===== src/rtl/sdm_pkg.sv =====
// Shared constants, state encoding and level clamp for the sigma-delta bitstream generator.
package sdm_pkg;

    localparam int SDM_WINDOW_DEF = 100;
    localparam int SDM_CNT_W_DEF  = 17;

    typedef enum logic [0:0] {
        IDLE = 1'b0,
        RUN  = 1'b1
    } sdm_state_e;

    // Limits a requested level to the window length.
    function automatic logic [31:0] sdm_sat_clamp(input logic [31:0] level,
                                                  input logic [31:0] limit);
        logic [31:0] res;
        if (level > limit) begin
            res = limit;
        end else begin
            res = level;
        end
        return res;
    endfunction

endpackage


===== src/rtl/sdm_window_counter.sv =====
// Window position counter: wraps every WINDOW clocks while running, flags the last
// position and emits a registered pulse aligned with the first bit of each window.
module sdm_window_counter
    import sdm_pkg::*;
#(
    parameter int WINDOW = SDM_WINDOW_DEF,
    parameter int CNT_W  = SDM_CNT_W_DEF
) (
    input  logic clock,
    input  logic reset,
    input  logic run,
    output logic boundary,
    output logic window_start
);
    localparam logic [CNT_W-1:0] LAST_C = CNT_W'(WINDOW - 1);

    logic [CNT_W-1:0] win_cnt_r;
    logic             window_start_r;

    assign boundary     = run & (win_cnt_r == LAST_C);
    assign window_start = window_start_r;

    // Position counter and start-of-window pulse; parked at zero outside RUN.
    always_ff @(posedge clock) begin
        if (reset) begin
            win_cnt_r      <= {CNT_W{1'b0}};
            window_start_r <= 1'b0;
        end else if (run) begin
            if (win_cnt_r == LAST_C) begin
                win_cnt_r <= {CNT_W{1'b0}};
            end else begin
                win_cnt_r <= win_cnt_r + CNT_W'(1);
            end
            window_start_r <= (win_cnt_r == {CNT_W{1'b0}});
        end else begin
            win_cnt_r      <= {CNT_W{1'b0}};
            window_start_r <= 1'b0;
        end
    end

endmodule


===== src/rtl/sdm_bitstream_gen.sv =====
// First-order sigma-delta bitstream generator: emits exactly `level` ones per WINDOW clocks.
// Optional macro SDM_SAT_FLAG_EN adds the sat_flag output for clamped level transfers.
module sdm_bitstream_gen
    import sdm_pkg::*;
#(
    parameter int WINDOW = SDM_WINDOW_DEF,
    parameter int CNT_W  = SDM_CNT_W_DEF
) (
    input  logic             clock,
    input  logic             reset,
    input  logic             enable,
    input  logic [CNT_W-1:0] level_in,
    input  logic             level_valid,
    output logic             level_ready,
    output logic             dac_out,
    output logic             window_start,
    output logic             running
`ifdef SDM_SAT_FLAG_EN
    ,
    output logic             sat_flag
`endif
);
    localparam logic [CNT_W:0] WIN_EXT = (CNT_W + 1)'(WINDOW);

    sdm_state_e       state_r, state_next_s;
    logic [CNT_W-1:0] active_r, active_next_s;
    logic [CNT_W-1:0] pend_r, pend_next_s;
    logic             pend_full_r, pend_full_next_s;
    logic [CNT_W-1:0] acc_r, acc_next_s;
    logic [CNT_W:0]   acc_sum_s;
    logic             dac_r, dac_next_s;
    logic             running_r;
    logic             xfer_s;
    logic             run_s;
    logic             boundary_s;

    assign run_s       = (state_r == RUN);
    assign xfer_s      = level_valid & ~pend_full_r;
    assign acc_sum_s   = {1'b0, acc_r} + {1'b0, active_r};
    assign level_ready = ~pend_full_r;
    assign dac_out     = dac_r;
    assign running     = running_r;

    sdm_window_counter #(
        .WINDOW (WINDOW),
        .CNT_W  (CNT_W)
    ) u_win (
        .clock        (clock),
        .reset        (reset),
        .run          (run_s),
        .boundary     (boundary_s),
        .window_start (window_start)
    );

    // Next-state, handshake slot, accumulator and bit decision.
    always_comb begin
        state_next_s     = state_r;
        active_next_s    = active_r;
        pend_next_s      = pend_r;
        pend_full_next_s = pend_full_r;
        acc_next_s       = acc_r;
        dac_next_s       = 1'b0;

        // The slot only accepts when empty, so it never collides with a promotion below.
        if (xfer_s) begin
            pend_next_s      = CNT_W'(sdm_sat_clamp(32'(level_in), 32'(WINDOW)));
            pend_full_next_s = 1'b1;
        end else begin
            pend_next_s      = pend_r;
        end

        case (state_r)
            IDLE: begin
                acc_next_s = {CNT_W{1'b0}};
                dac_next_s = 1'b0;
                if (enable) begin
                    state_next_s = RUN;
                    if (pend_full_r) begin
                        active_next_s    = pend_r;
                        pend_full_next_s = 1'b0;
                    end else begin
                        active_next_s = active_r;
                    end
                end else begin
                    state_next_s = IDLE;
                end
            end
            RUN: begin
                if (acc_sum_s >= WIN_EXT) begin
                    dac_next_s = 1'b1;
                    acc_next_s = CNT_W'(acc_sum_s - WIN_EXT);
                end else begin
                    dac_next_s = 1'b0;
                    acc_next_s = acc_sum_s[CNT_W-1:0];
                end
                // acc is back to zero here, so a new level starts a clean window.
                if (boundary_s) begin
                    if (!enable) begin
                        state_next_s = IDLE;
                    end else if (pend_full_r) begin
                        active_next_s    = pend_r;
                        pend_full_next_s = 1'b0;
                    end else begin
                        state_next_s = RUN;
                    end
                end else begin
                    state_next_s = RUN;
                end
            end
            default: begin
                state_next_s = IDLE;
                acc_next_s   = {CNT_W{1'b0}};
                dac_next_s   = 1'b0;
            end
        endcase
    end

    // State, level and output registers.
    always_ff @(posedge clock) begin
        if (reset) begin
            state_r     <= IDLE;
            active_r    <= {CNT_W{1'b0}};
            pend_r      <= {CNT_W{1'b0}};
            pend_full_r <= 1'b0;
            acc_r       <= {CNT_W{1'b0}};
            dac_r       <= 1'b0;
            running_r   <= 1'b0;
        end else begin
            state_r     <= state_next_s;
            active_r    <= active_next_s;
            pend_r      <= pend_next_s;
            pend_full_r <= pend_full_next_s;
            acc_r       <= acc_next_s;
            dac_r       <= dac_next_s;
            running_r   <= (state_next_s == RUN);
        end
    end

`ifdef SDM_SAT_FLAG_EN
    logic sat_flag_r;

    // One-cycle flag after a transfer whose level had to be clamped.
    always_ff @(posedge clock) begin
        if (reset) begin
            sat_flag_r <= 1'b0;
        end else begin
            sat_flag_r <= xfer_s & (32'(level_in) > 32'(WINDOW));
        end
    end

    assign sat_flag = sat_flag_r;
`endif

endmodule

===== config.mk =====
export PLATFORM = sky130hd
export DESIGN_NAME = sdm_bitstream_gen
export DESIGN_NICKNAME = d
export VERILOG_FILES = /design/src/rtl/sdm_pkg.sv /design/src/rtl/sdm_window_counter.sv /design/src/rtl/sdm_bitstream_gen.sv
export SDC_FILE = /design/constraint.sdc
export NUM_CORES = 1
export LEC_CHECK = 0
export ABC_AREA = 1
export CAP_MARGIN = 20
export CORE_UTILIZATION = 64
export DETAILED_ROUTE_END_ITERATION = 10
export GPL_ROUTABILITY_DRIVEN = 0
export PLACE_DENSITY = 0.85
export SYNTH_ARGS = -nofsm -noshare
export SYNTH_HDL_FRONTEND = slang
export SYNTH_SLANG_ARGS = --single-unit

===== constraint.sdc =====
create_clock -name clock -period 6.09 [get_ports clock]
set_input_delay 0.9135 -clock clock [delete_from_list [all_inputs] [get_ports clock]]
set_output_delay 0.9135 -clock clock [all_outputs]
set_load 0.03 [all_outputs]

==> impl_metrics.json, run 1 <==
{
  "nets": 682,
  "synth_fa_ha_area_share_pct": 6.77,
  "cts_resized": 0,
  "diodes": 0,
  "yosysWarnings": 0,
  "worstHoldPathCells": 2,
  "syn-cell-area_um2": 4180,
  "grt_max_degree": 32,
  "numCtsBuffers": 9,
  "clockRootBuffer": "clkbuf_8",
  "path_max_fanout": 24,
  "dieArea_um2": 6860,
  "cellPowerDensity_nw_per_um2": 332,
  "track_usage_pct": 27.2,
  "yosys.area_share.simple_pct": 36.1,
  "leakage_nw": 2.20,
  "die_w_um": 82.8,
  "clk_latency_ps": 350,
  "r2r-end": "acc_r[2]$_SDFF_PP0_",
  "setup_slack_ps": 3240,
  "worstSetupEndpointType": "flip-flop",
  "min_to": "pend_r[12]$_SDFFE_PP0P_",
  "ios": 25,
  "design_area_um2": 4680,
  "post_cts_buffers": 0,
  "slew_headroom_pct": 48.7,
  "syn_nets": 659,
  "synth_cells": 616,
  "grt_overflow": 0,
  "holdWs_ps": 447,
  "multi_input_area_um2": 2320,
  "status": "completed",
  "yosysTopAreaCellShare_pct": 34.5,
  "min_from": "pend_r[12]$_SDFFE_PP0P_",
  "cap_violations": 0,
  "arrival_ps": 3140,
  "start_util_pct": 66.2,
  "wl_um": 8900,
  "synth_ff_type": "dfxtp_1",
  "seq_area_frac_synth_pct": 34.5,
  "grt_pass1_wl_um": 15300,
  "switchingPower_uw": 593,
  "finalHoldViolCount": 0,
  "fillers": 514,
  "antenna_found_initial": 0,
  "fin_skew_ps": 11.3,
  "io_buffers": 24,
  "clk_path_buf_depth": 2,
  "async_flop_share_pct": 0,
  "start_kind": "input port",
  "fin_crit_ps": 2850,
  "cts_tree": "yes",
  "synth_top_family_by_area": "simple AND/OR/NAND/NOR gates",
  "drive_above_1_share_pct": 7.92,
  "num_vias": 3831,
  "p_int_uw": 960,
  "rr_startpoint": "active_r[0]$_SDFFE_PP0P_",
  "yosysUniqueCellTypes": 38,
  "vias_per_cell": 5.31,
  "register_area_um2": 1440,
  "rows": 29,
  "netlist.top_cell.by_area": "dfxtp_1",
  "fin_crit_sh_pct": 46.7,
  "clock_sinks": 72,
  "ys_ff_latch": 72,
  "wl_per_cell_um": 12.3,
  "ant_nets": 0,
  "die_y_um": 82.8,
  "critPathRequiredTime_ps": 6380,
  "grt_setup_unrepaired": "false",
  "dpl_cell_area_um2": 4460,
  "cts_hold_buffers": 0,
  "grt_pass1_vias": 3629,
  "power.share.sequential_pct": 34.6,
  "fin_setup_tns_ps": 0,
  "synth-compound-area-share_pct": 9.07,
  "synthTopCellsByArea": "dfxtp_1, nand2_1, inv_1, ha_1, nor2_1",
  "r2r_setup_slack_ps": 3330,
  "cts.clk_slew.worst_paths_ps": 80,
  "peakVddDrop_v": 0.000252,
  "place_ws_ps": 2930,
  "rr_worst_depth": 15,
  "worstMarginPinSlew_ps": 768,
  "dr.pass1.iters": 5,
  "crit_path_top_delay_cell": "clkdlybuf4s50_1",
  "h-tree-depth": 3,
  "synth_mux_area_share_pct": 0,
  "drtIter0Drc": 196,
  "drc": 0,
  "timing.final.max_slew_violations": 0,
  "setup_violations": 0,
  "area_growth_pct": 12.0,
  "crit_chain": "clkdlybuf4s50_1 > inv_1 > nand2_1 > inv_1 > nand4_1 > nor2_1",
  "critPathMostFrequentCell": "inv_1",
  "syn_area_per_cell_um2": 6.78,
  "power_frac_clock_pct": 26.9,
  "hpwl_um": 6870,
  "synth_edf_count": 0,
  "path_class": "in -> reg",
  "netSwitchingFraction_pct": 38.2,
  "core_area_um2": 6310,
  "power_mw": 1.55,
  "synth-xor-area-share_pct": 3.56,
  "cpPeakStageDelay_ps": 660,
  "fmax_mhz": 351,
  "min_path_type": "reg -> reg",
  "p_comb_share_pct": 38.5
}
[synthesized netlist by cell type (2+ instances only)]
library cell,number
nand3_1,34
nand3_4,2
and2_1,5
nor2_1,56
nor3_1,15
xnor2_1,4
nor4_1,3
inv_1,94
o21ai_0,25
nand3_2,2
nor3b_1,5
nor3_2,2
clkbuf_1,8
a21oi_1,40
dfxtp_1,72
nand3b_1,2
xor2_1,13
nand2_4,2
nor2_4,2
inv_2,2
nand2_1,159
o31ai_1,3
nor2_2,5
or2_2,6
nand2_2,11
buf_2,2
nand4_1,11
ha_1,21
[sequential cells by signal (all words and copies together), names as in the netlist]
signal / count
pend_full_r: 1
dac_out: 1
active_r: 17
running: 1
pend_r: 17
u_win.window_start: 1
acc_r: 17
u_win.win_cnt_r: 17
[cells in the final DEF, fill, tap and decap left out, types with 3 or more instances in the layout]
cell type        instances
a21oi_1                 40
and2_1                   5
clkbuf_8                 9
clkdlybuf4s50_1         24
dfxtp_1                 72
ha_1                    21
inv_1                   94
nand2_1                159
nand2_2                 11
nand3_1                 34
nand4_1                 11
nor2_1                  56
nor2_2                   5
nor3_1                  15
nor3b_1                  5
nor4_1                   3
o21ai_0                 25
o31ai_1                  3
or2_2                    6
xnor2_1                  4
xor2_1                  13
[logic make-up after synthesis]
family	Yosys count
buffers and inverters	109
AO/OA/AOI/OAI	72
XOR/XNOR	17
adder cells (fa/ha/maj)	22
AND/OR/NAND/NOR	324
flip-flops	72
[worst max path at each step]
stage / from / endpoint / slack (ps) / cells past startpoint
detailed placement: reset / u_win.window_start$_SDFF_PP0_ / 2930 / 6
global placement: reset / u_win.window_start$_SDFF_PP0_ / 3030 / 6
global route: reset / u_win.window_start$_SDFF_PP0_ / 3040 / 6
floorplan: active_r[0]$_SDFFE_PP0P_ / acc_r[12]$_SDFF_PP0_ / 3650 / 17
CTS: reset / u_win.window_start$_SDFF_PP0_ / 3250 / 6
finish: reset / u_win.window_start$_SDFF_PP0_ / 3240 / 6
[critical path: cells and delay by family]
family | cells | cell delay (ps)
buffers and inverters | 3 | 1470
and+or+nand+nor | 3 | 760
[stage by stage]
step           util, %  instances
3_5_place_dp      70.7        705
2_1_floorplan        -        616
5_1_grt           74.1        721
6_report          74.1        721
4_1_cts           74.1        721
3_3_place_gp      70.7        705
[power groups by stage]
stage | clock network (mW) | registers (mW) | logic (mW)
3_3_place_gp | 0 | 0.548 | 0.571
2_1_floorplan | 0 | 0.539 | 0.491
3_5_place_dp | 0 | 0.550 | 0.590
5_1_grt | 0.445 | 0.540 | 0.667
6_report | 0.418 | 0.538 | 0.598
4_1_cts | 0.422 | 0.538 | 0.595
[per-layer routing]
metal	up-vias	share of wire (%)	GRT usage, %
met4	0	3.4	13.3
met2	79	50	48.3
met5	-	0	0
met1	1733	43	31.7
li1	1998	-	-
met3	21	3.8	4.47
[cell type report]
class | count | area share (%)
Clock inverter | 7 | 2.03
Timing Repair Buffer | 24 | 5.13
Clock buffer | 9 | 2.65
Sequential cell | 72 | 30.8
Tap cell | 77 | 2.06
Inverter | 97 | 7.78
Multi-Input combinational cell | 435 | 49.5
(Power assumes the default switching activity.)
==> run 2: changes to the inputs <==
--- a/config.mk
+++ b/config.mk
@@ -7,10 +7,10 @@
 export LEC_CHECK = 0
 export ABC_AREA = 1
 export CAP_MARGIN = 20
-export CORE_UTILIZATION = 64
+export CORE_UTILIZATION = 54
 export DETAILED_ROUTE_END_ITERATION = 10
 export GPL_ROUTABILITY_DRIVEN = 0
-export PLACE_DENSITY = 0.85
+export PLACE_DENSITY = 0.76
 export SYNTH_ARGS = -nofsm -noshare
 export SYNTH_HDL_FRONTEND = slang
 export SYNTH_SLANG_ARGS = --single-unit
==> constraint.sdc (replaced) <==
create_clock -name clock -period 2.6 [get_ports clock]
set_input_delay 0.39 -clock clock [delete_from_list [all_inputs] [get_ports clock]]
set_output_delay 0.39 -clock clock [all_outputs]
set_load 0.03 [all_outputs]
==> run 2 against run 1 <==
Net effect: final cell count is 4.2% higher; sequential cell count stayed put; first-iteration DRC count is 10% lower; critical endpoint is now acc_r[6]$_SDFF_PP0_; global-route usage is 3.4 points lower; combinational power grew to 2.6 times the previous value; sequential power is 130% higher; clock power is 97% higher; core utilization is 8.9 points lower; power is 130% higher; largest power group unchanged; sequential share of layout area is 0.83 points lower; largest cell class unchanged; setup slack worse by 3100 ps; critical path type is now reg -> reg; worst hold slack better by 2.6 ps.
==> impl_metrics.json, run 2 (synthesis gave the netlist of run 1 again) <==
{
  "crit_path_top_delay_cell": "fa_2",
  "grt_max_degree": 31,
  "place_ws_ps": 8.48,
  "final_cell_mix": "nand2_1, inv_1, dfxtp_1",
  "drive_above_1_share_pct": 11.2,
  "worstSetupEndpointType": "flip-flop",
  "start_util_pct": 56.7,
  "fin_crit_ps": 2460,
  "path_max_fanout": 14,
  "cellPowerDensity_nw_per_um2": 752,
  "grt_overflow": 0,
  "drtIter0Drc": 176,
  "status": "completed",
  "core_area_um2": 7370,
  "die_w_um": 90.0,
  "top_usage_layer": "met2",
  "setup_slack_ps": 139,
  "p_comb_share_pct": 42.3,
  "cts_hold_buffers": 0,
  "h-tree-depth": 3,
  "cap_violations": 0,
  "p_int_mw": 2.19,
  "register_area_um2": 1440,
  "final_core_util_pct": 65.2,
  "clock_sinks": 72,
  "arrival_ps": 2710,
  "diodes": 0,
  "wl_um": 9180,
  "hpwl_um": 7070,
  "peakVddDrop_v": 0.000370,
  "antenna_found_initial": 0,
  "setup_violations": 0,
  "drc": 0,
  "timing.final.max_slew_violations": 0,
  "crit_chain": "ha_2 > fa_2 > xor2_1 > inv_1 > ha_2 > nand2_1 > nand3_2 > nand2_2 > nor2_4 > nand2_4 > nor2_8 > nand2_8 > nand2_1 > a21oi_1",
  "power.share.sequential_pct": 34.9,
  "finalHoldViolCount": 0,
  "grt_pass1_vias": 3499,
  "cts_tree": "yes",
  "numCtsBuffers": 9,
  "io_buffers": 24,
  "ios": 25,
  "use_met3_pct": 3.72,
  "dieArea_um2": 8090,
  "nets": 690,
  "final_common_cell": "nand2_1",
  "multi_input_area_um2": 2390,
  "cts.clk_slew.worst_paths_ps": 80,
  "grt_pass1_wl_um": 15500,
  "wl_per_cell_um": 12.2,
  "cpPeakStageDelay_ps": 410,
  "worstMarginPinSlew_ps": 433,
  "track_usage_pct": 23.9,
  "holdWs_ps": 449,
  "dr.pass1.iters": 5,
  "die_y_um": 90.0,
  "clk_latency_ps": 360,
  "min_path_type": "reg -> reg",
  "switchingPower_mw": 1.42,
  "fillers": 682,
  "clk_path_buf_depth": 2,
  "netSwitchingFraction_pct": 39.3,
  "start_kind": "flip-flop",
  "critPathRequiredTime_ps": 2850,
  "num_vias": 3780,
  "fin_skew_ps": 15.9,
  "ant_nets": 0,
  "leakage_nw": 2.21,
  "fmax_mhz": 406,
  "rows": 31,
  "area_growth_pct": 15.1,
  "grtUsageMet1_pct": 28.3,
  "clockRootBuffer": "clkbuf_8",
  "slew_headroom_pct": 71.0,
  "grt_use_met2_pct": 42.6,
  "path_class": "reg -> reg",
  "vias_per_cell": 5.03,
  "fin_crit_sh_pct": 94.7,
  "power_frac_clock_pct": 22.8,
  "power_mw": 3.62,
  "fin_setup_tns_ps": 0
}
-- run 2: cell count changes in the layout (fill, tap and decap cells not counted), moves of 2 or more --
cell / before / now
buf_4: 0 / 8
ha_1: 21 / 15
ha_2: 0 / 5
nand2_1: 159 / 155
nand2_2: 11 / 15
bufinv_16: 2 / 0
clkbuf_8: 9 / 11
nand3_1: 34 / 32
nand3_2: 2 / 4
nor2_2: 5 / 3
nor2_4: 2 / 4
-- run 2: worst max-delay path, delay by kind of cell, from the launching register on --
family	cells	cell delay [ps]
xor+xnor	1	190
simple gates	8	900
compound gates	1	60
flops	1	310
fa+ha+maj	3	800
buf+inv	1	100
-- run 2: cell type report --
cell class	instances	area share, %
inverter	97	7.57
clock inverter	4	0.598
clock buffer	12	3.23
multi-input combinational	435	49.8
timing repair buffer	32	6.25
tap	99	2.58
sequential	72	30.0
-- run 2: layer usage --
layer	part of all wire, %	vias to the layer above	wire length [um]
met5	0	-	0
met4	2.1	0	190
met3	3.0	15	277
met2	50	59	4640
met1	44	1688	4080
li1	-	2018	-
-- run 2: what timing repair did --
| item | in CTS | in global routing |
|---|---|---|
| endpoints found under the setup margin | 1 | 15 |
| hold endpoints to repair | 0 | 0 |
| buffers inserted | 0 | 2 |
| pin swaps | 0 | 4 |
| resized for setup | 1 | 17 |
-- run 2: power groups by stage --
stage               sequential, mW  combinational (mW)  clock (mW)
CTS                           1.26                1.41       0.840
finish                        1.26                1.53       0.824
global placement              1.29                1.37           0
global route                  1.27                1.70       0.892
detailed placement            1.29                1.40           0
floorplan                     1.26                1.15           0
-- run 2: through the flow --
step           cells  instance area, um^2
4_1_cts          749                 4720
2_1_floorplan    616                 4180
3_5_place_dp     733                 4530
5_1_grt          751                 4810
3_3_place_gp     733                 4530
6_report         751                 4810
-- run 2: worst paths after layout --
| path | slack, ps | cells after the start | end | start |
|---|---|---|---|---|
| min | 450 | 2 | pend_r[8]$_SDFFE_PP0P_ | pend_r[8]$_SDFFE_PP0P_ |
| max | 140 | 14 | acc_r[6]$_SDFF_PP0_ | active_r[0]$_SDFFE_PP0P_ |
| max reg2reg | 140 | 14 | acc_r[6]$_SDFF_PP0_ | active_r[0]$_SDFFE_PP0P_ |
| min reg2reg | 450 | 2 | pend_r[8]$_SDFFE_PP0P_ | pend_r[8]$_SDFFE_PP0P_ |
==> run 3: changes to the inputs <==
--- a/config.mk
+++ b/config.mk
@@ -6,6 +6,7 @@
 export NUM_CORES = 1
 export LEC_CHECK = 0
 export ABC_AREA = 1
+export ABC_CLOCK_PERIOD_IN_PS = 2600
 export CAP_MARGIN = 20
 export CORE_UTILIZATION = 54
 export DETAILED_ROUTE_END_ITERATION = 10
@@ -13,4 +14,5 @@
 export PLACE_DENSITY = 0.76
 export SYNTH_ARGS = -nofsm -noshare
 export SYNTH_HDL_FRONTEND = slang
+export SYNTH_HIERARCHICAL = 1
 export SYNTH_SLANG_ARGS = --single-unit
==> run 3 against run 2 <==
Net effect: the flow now finishes with violations (setup timing); sequential power down 3%; worst hold slack got worse by 13 ps; fmax shrank 5.5%; core utilization up 1.9 points; combinational power is 21% lower; sequential share of layout area is 2.3 points lower; register-to-register slack got worse by 140 ps; die area rose by 4.1%; clock power is 32% higher; routed wire length grew 18%; area after synthesis rose by 4.2%; critical path type unchanged.
==> impl_metrics.json, run 3 <==
{
  "seq_area_frac_synth_pct": 33.1,
  "cap_violations": 0,
  "peakVddDrop_v": 0.000589,
  "p_comb_share_pct": 34.3,
  "violations": "setup timing",
  "hpwl_um": 7970,
  "rr_worst_depth": 15,
  "drc": 0,
  "finalHoldViolCount": 0,
  "yosysUniqueCellTypes": 34,
  "r2r_setup_slack_ps": -6,
  "dieArea_um2": 8420,
  "slew_headroom_pct": 61.3,
  "grt_max_degree": 30,
  "synthTopCellsByArea": "dfxtp_1, nand2_1, inv_1, nor2_1, ha_1",
  "fin_crit_sh_pct": 100,
  "io_buffers": 24,
  "final_cell_mix": "nand2_1, inv_1, nor2_1",
  "worstHoldPathCells": 2,
  "num_vias": 4117,
  "arrival_ps": 2840,
  "grt_pass1_wl_um": 17600,
  "leakage_nw": 2.38,
  "grt_pass1_vias": 3918,
  "worstSetupEndpointType": "flip-flop",
  "yosysTopAreaCellShare_pct": 33.1,
  "clk_path_buf_depth": 2,
  "timing.final.max_slew_violations": 0,
  "status": "finished, violations left",
  "path_class": "reg -> reg",
  "start_kind": "flip-flop",
  "synth_cells": 651,
  "stdcell_count": 795,
  "power.share.sequential_pct": 34.7,
  "ant_nets": 0,
  "rows": 32,
  "syn-cell-area_um2": 4350,
  "clock_sinks": 72,
  "yosys.cell_count.top_type": "nand2_1",
  "drive_above_1_share_pct": 16.7,
  "clk_latency_ps": 340,
  "ios": 25,
  "wl_um": 10800,
  "drtIter0Drc": 285,
  "syn_area_per_cell_um2": 6.69,
  "dr.pass1.iters": 5,
  "synthTopCellsByCount": "nand2_1, inv_1, nor2_1, dfxtp_1, nand3_1",
  "numCtsBuffers": 9,
  "final_common_cell": "nand2_1",
  "synth_edf_count": 0,
  "yosysWarnings": 6,
  "netlist.top_cell.by_area": "dfxtp_1",
  "switchingPower_mw": 1.18,
  "setup_slack_ps": -5.67,
  "holdWs_ps": 436,
  "cts_hold_buffers": 0,
  "synth_ff_type": "dfxtp_1",
  "h-tree-depth": 3,
  "fillers": 673,
  "vias_per_cell": 5.18,
  "wl_per_cell_um": 13.6,
  "power_mw": 3.51,
  "worstMarginPinSlew_ps": 579,
  "die_w_um": 91.8,
  "fmax_mhz": 384,
  "async_flop_share_pct": 0,
  "grt_overflow": 0,
  "diodes": 0,
  "nets": 732,
  "fin_skew_ps": 8.51,
  "cellPowerDensity_nw_per_um2": 673,
  "cts.clk_slew.worst_paths_ps": 80,
  "track_usage_pct": 26.3,
  "min_path_type": "reg -> reg",
  "setup_violations": 1,
  "clockRootBuffer": "clkbuf_8",
  "netSwitchingFraction_pct": 33.7,
  "fin_crit_ps": 2610,
  "syn_nets": 695,
  "area_growth_pct": 19.9,
  "ys_ff_latch": 72,
  "p_int_mw": 2.33,
  "rr_startpoint": "active_r[0]$_SDFFE_PP0P_",
  "power_frac_clock_pct": 31.0,
  "critPathRequiredTime_ps": 2830,
  "min_from": "pend_r[15]$_SDFFE_PP0P_",
  "start_util_pct": 56.0,
  "min_to": "pend_r[15]$_SDFFE_PP0P_",
  "cts_tree": "yes",
  "core_area_um2": 7770,
  "antenna_found_initial": 0,
  "fin_setup_tns_ps": -5.67,
  "die_y_um": 91.8,
  "path_max_fanout": 6,
  "r2r-end": "acc_r[2]$_SDFF_PP0_",
  "placedCellCount": 772
}
-- run 3: cell types whose count changed after synthesis, sizes merged, moves of 3 or more --
cell / delta
nor3: -5
nor2: +28
nand2: +15
inv: +3
nor3b: -5
or2: -3
nand3: +9
-- run 3: layer usage --
layer  up-vias  part of all wire (%)  GRT usage (%)
met5         -                     0              0
li1       2114                     -              -
met3        17                   4.1           3.90
met4         0                   1.2           6.77
met1      1880                    47           35.6
met2       106                    48           43.7
-- run 3: logic make-up after synthesis --
logic type / synth area share (%)
flops: 33.1
compound gates: 8.68
simple gates: 37.2
xor+xnor: 4.20
buf+inv: 10.0
fa+ha+maj: 6.78
-- run 3: timing repair --
action,CTS,global route
resized for setup,2,47
endpoints found under the setup margin,11,16
cloned,0,1
setup buffers,0,6
pin swaps,1,12
-- run 3: worst max path at each step --
stage                             start                   end  slack, ps  depth (start not counted)
3_5_place_dp   active_r[0]$_SDFFE_PP0P_  acc_r[10]$_SDFF_PP0_          1                         16
3_3_place_gp   active_r[0]$_SDFFE_PP0P_  acc_r[11]$_SDFF_PP0_        100                         16
6_report       active_r[0]$_SDFFE_PP0P_   acc_r[2]$_SDFF_PP0_         -6                         15
5_1_grt        active_r[0]$_SDFFE_PP0P_   acc_r[2]$_SDFF_PP0_        -80                         15
2_1_floorplan  active_r[0]$_SDFFE_PP0P_  acc_r[12]$_SDFF_PP0_        180                         15
4_1_cts        active_r[0]$_SDFFE_PP0P_   acc_r[2]$_SDFF_PP0_        0.4                         16
-- run 3: power groups by stage --
stage / sequential [mW] / combinational [mW] / clock [mW]
global placement: 1.23 / 0.933 / 0
detailed placement: 1.24 / 0.959 / 0
CTS: 1.21 / 0.986 / 1.11
global route: 1.22 / 1.32 / 1.16
floorplan: 1.23 / 0.775 / 0
finish: 1.22 / 1.21 / 1.09
-- run 3: worst max-delay path: stages, from the launching register on --
cell	delay [ps]
dfxtp_2	350
ha_4	170
fa_2	440
xor2_2	210
inv_2	90
ha_4	140
nand2_2	70
nand3_2	90
nand2_2	90
nor2_4	160
nand2_4	90
nor2_4	270
buf_6	140
nand3_1	80
nand2_1	80
nor2_1	50
-- run 3: metrics by stage --
| stage | cell area (um^2) | setup WS [ps] | utilization (%) |
|---|---|---|---|
| 2_1_floorplan | 4350 | 179 | - |
| 3_3_place_gp | 4700 | 100 | 60.5 |
| 3_5_place_dp | 4700 | 1.01 | 60.5 |
| 4_1_cts | 4970 | 0.410 | 64.0 |
| 5_1_grt | 5220 | -76.3 | 67.2 |
| 6_report | 5220 | -5.67 | 67.2 |
-- run 3: area by class of cell --
type / instances / area (um^2) / share of cell area [%]
Timing Repair Buffer: 36 / 338 / 6.47
Clock inverter: 5 / 103 / 1.97
Tap cell: 102 / 128 / 2.45
Multi-Input combinational cell: 470 / 2680 / 51.4
Sequential cell: 72 / 1450 / 27.7
Clock buffer: 11 / 151 / 2.90
Inverter: 99 / 372 / 7.12
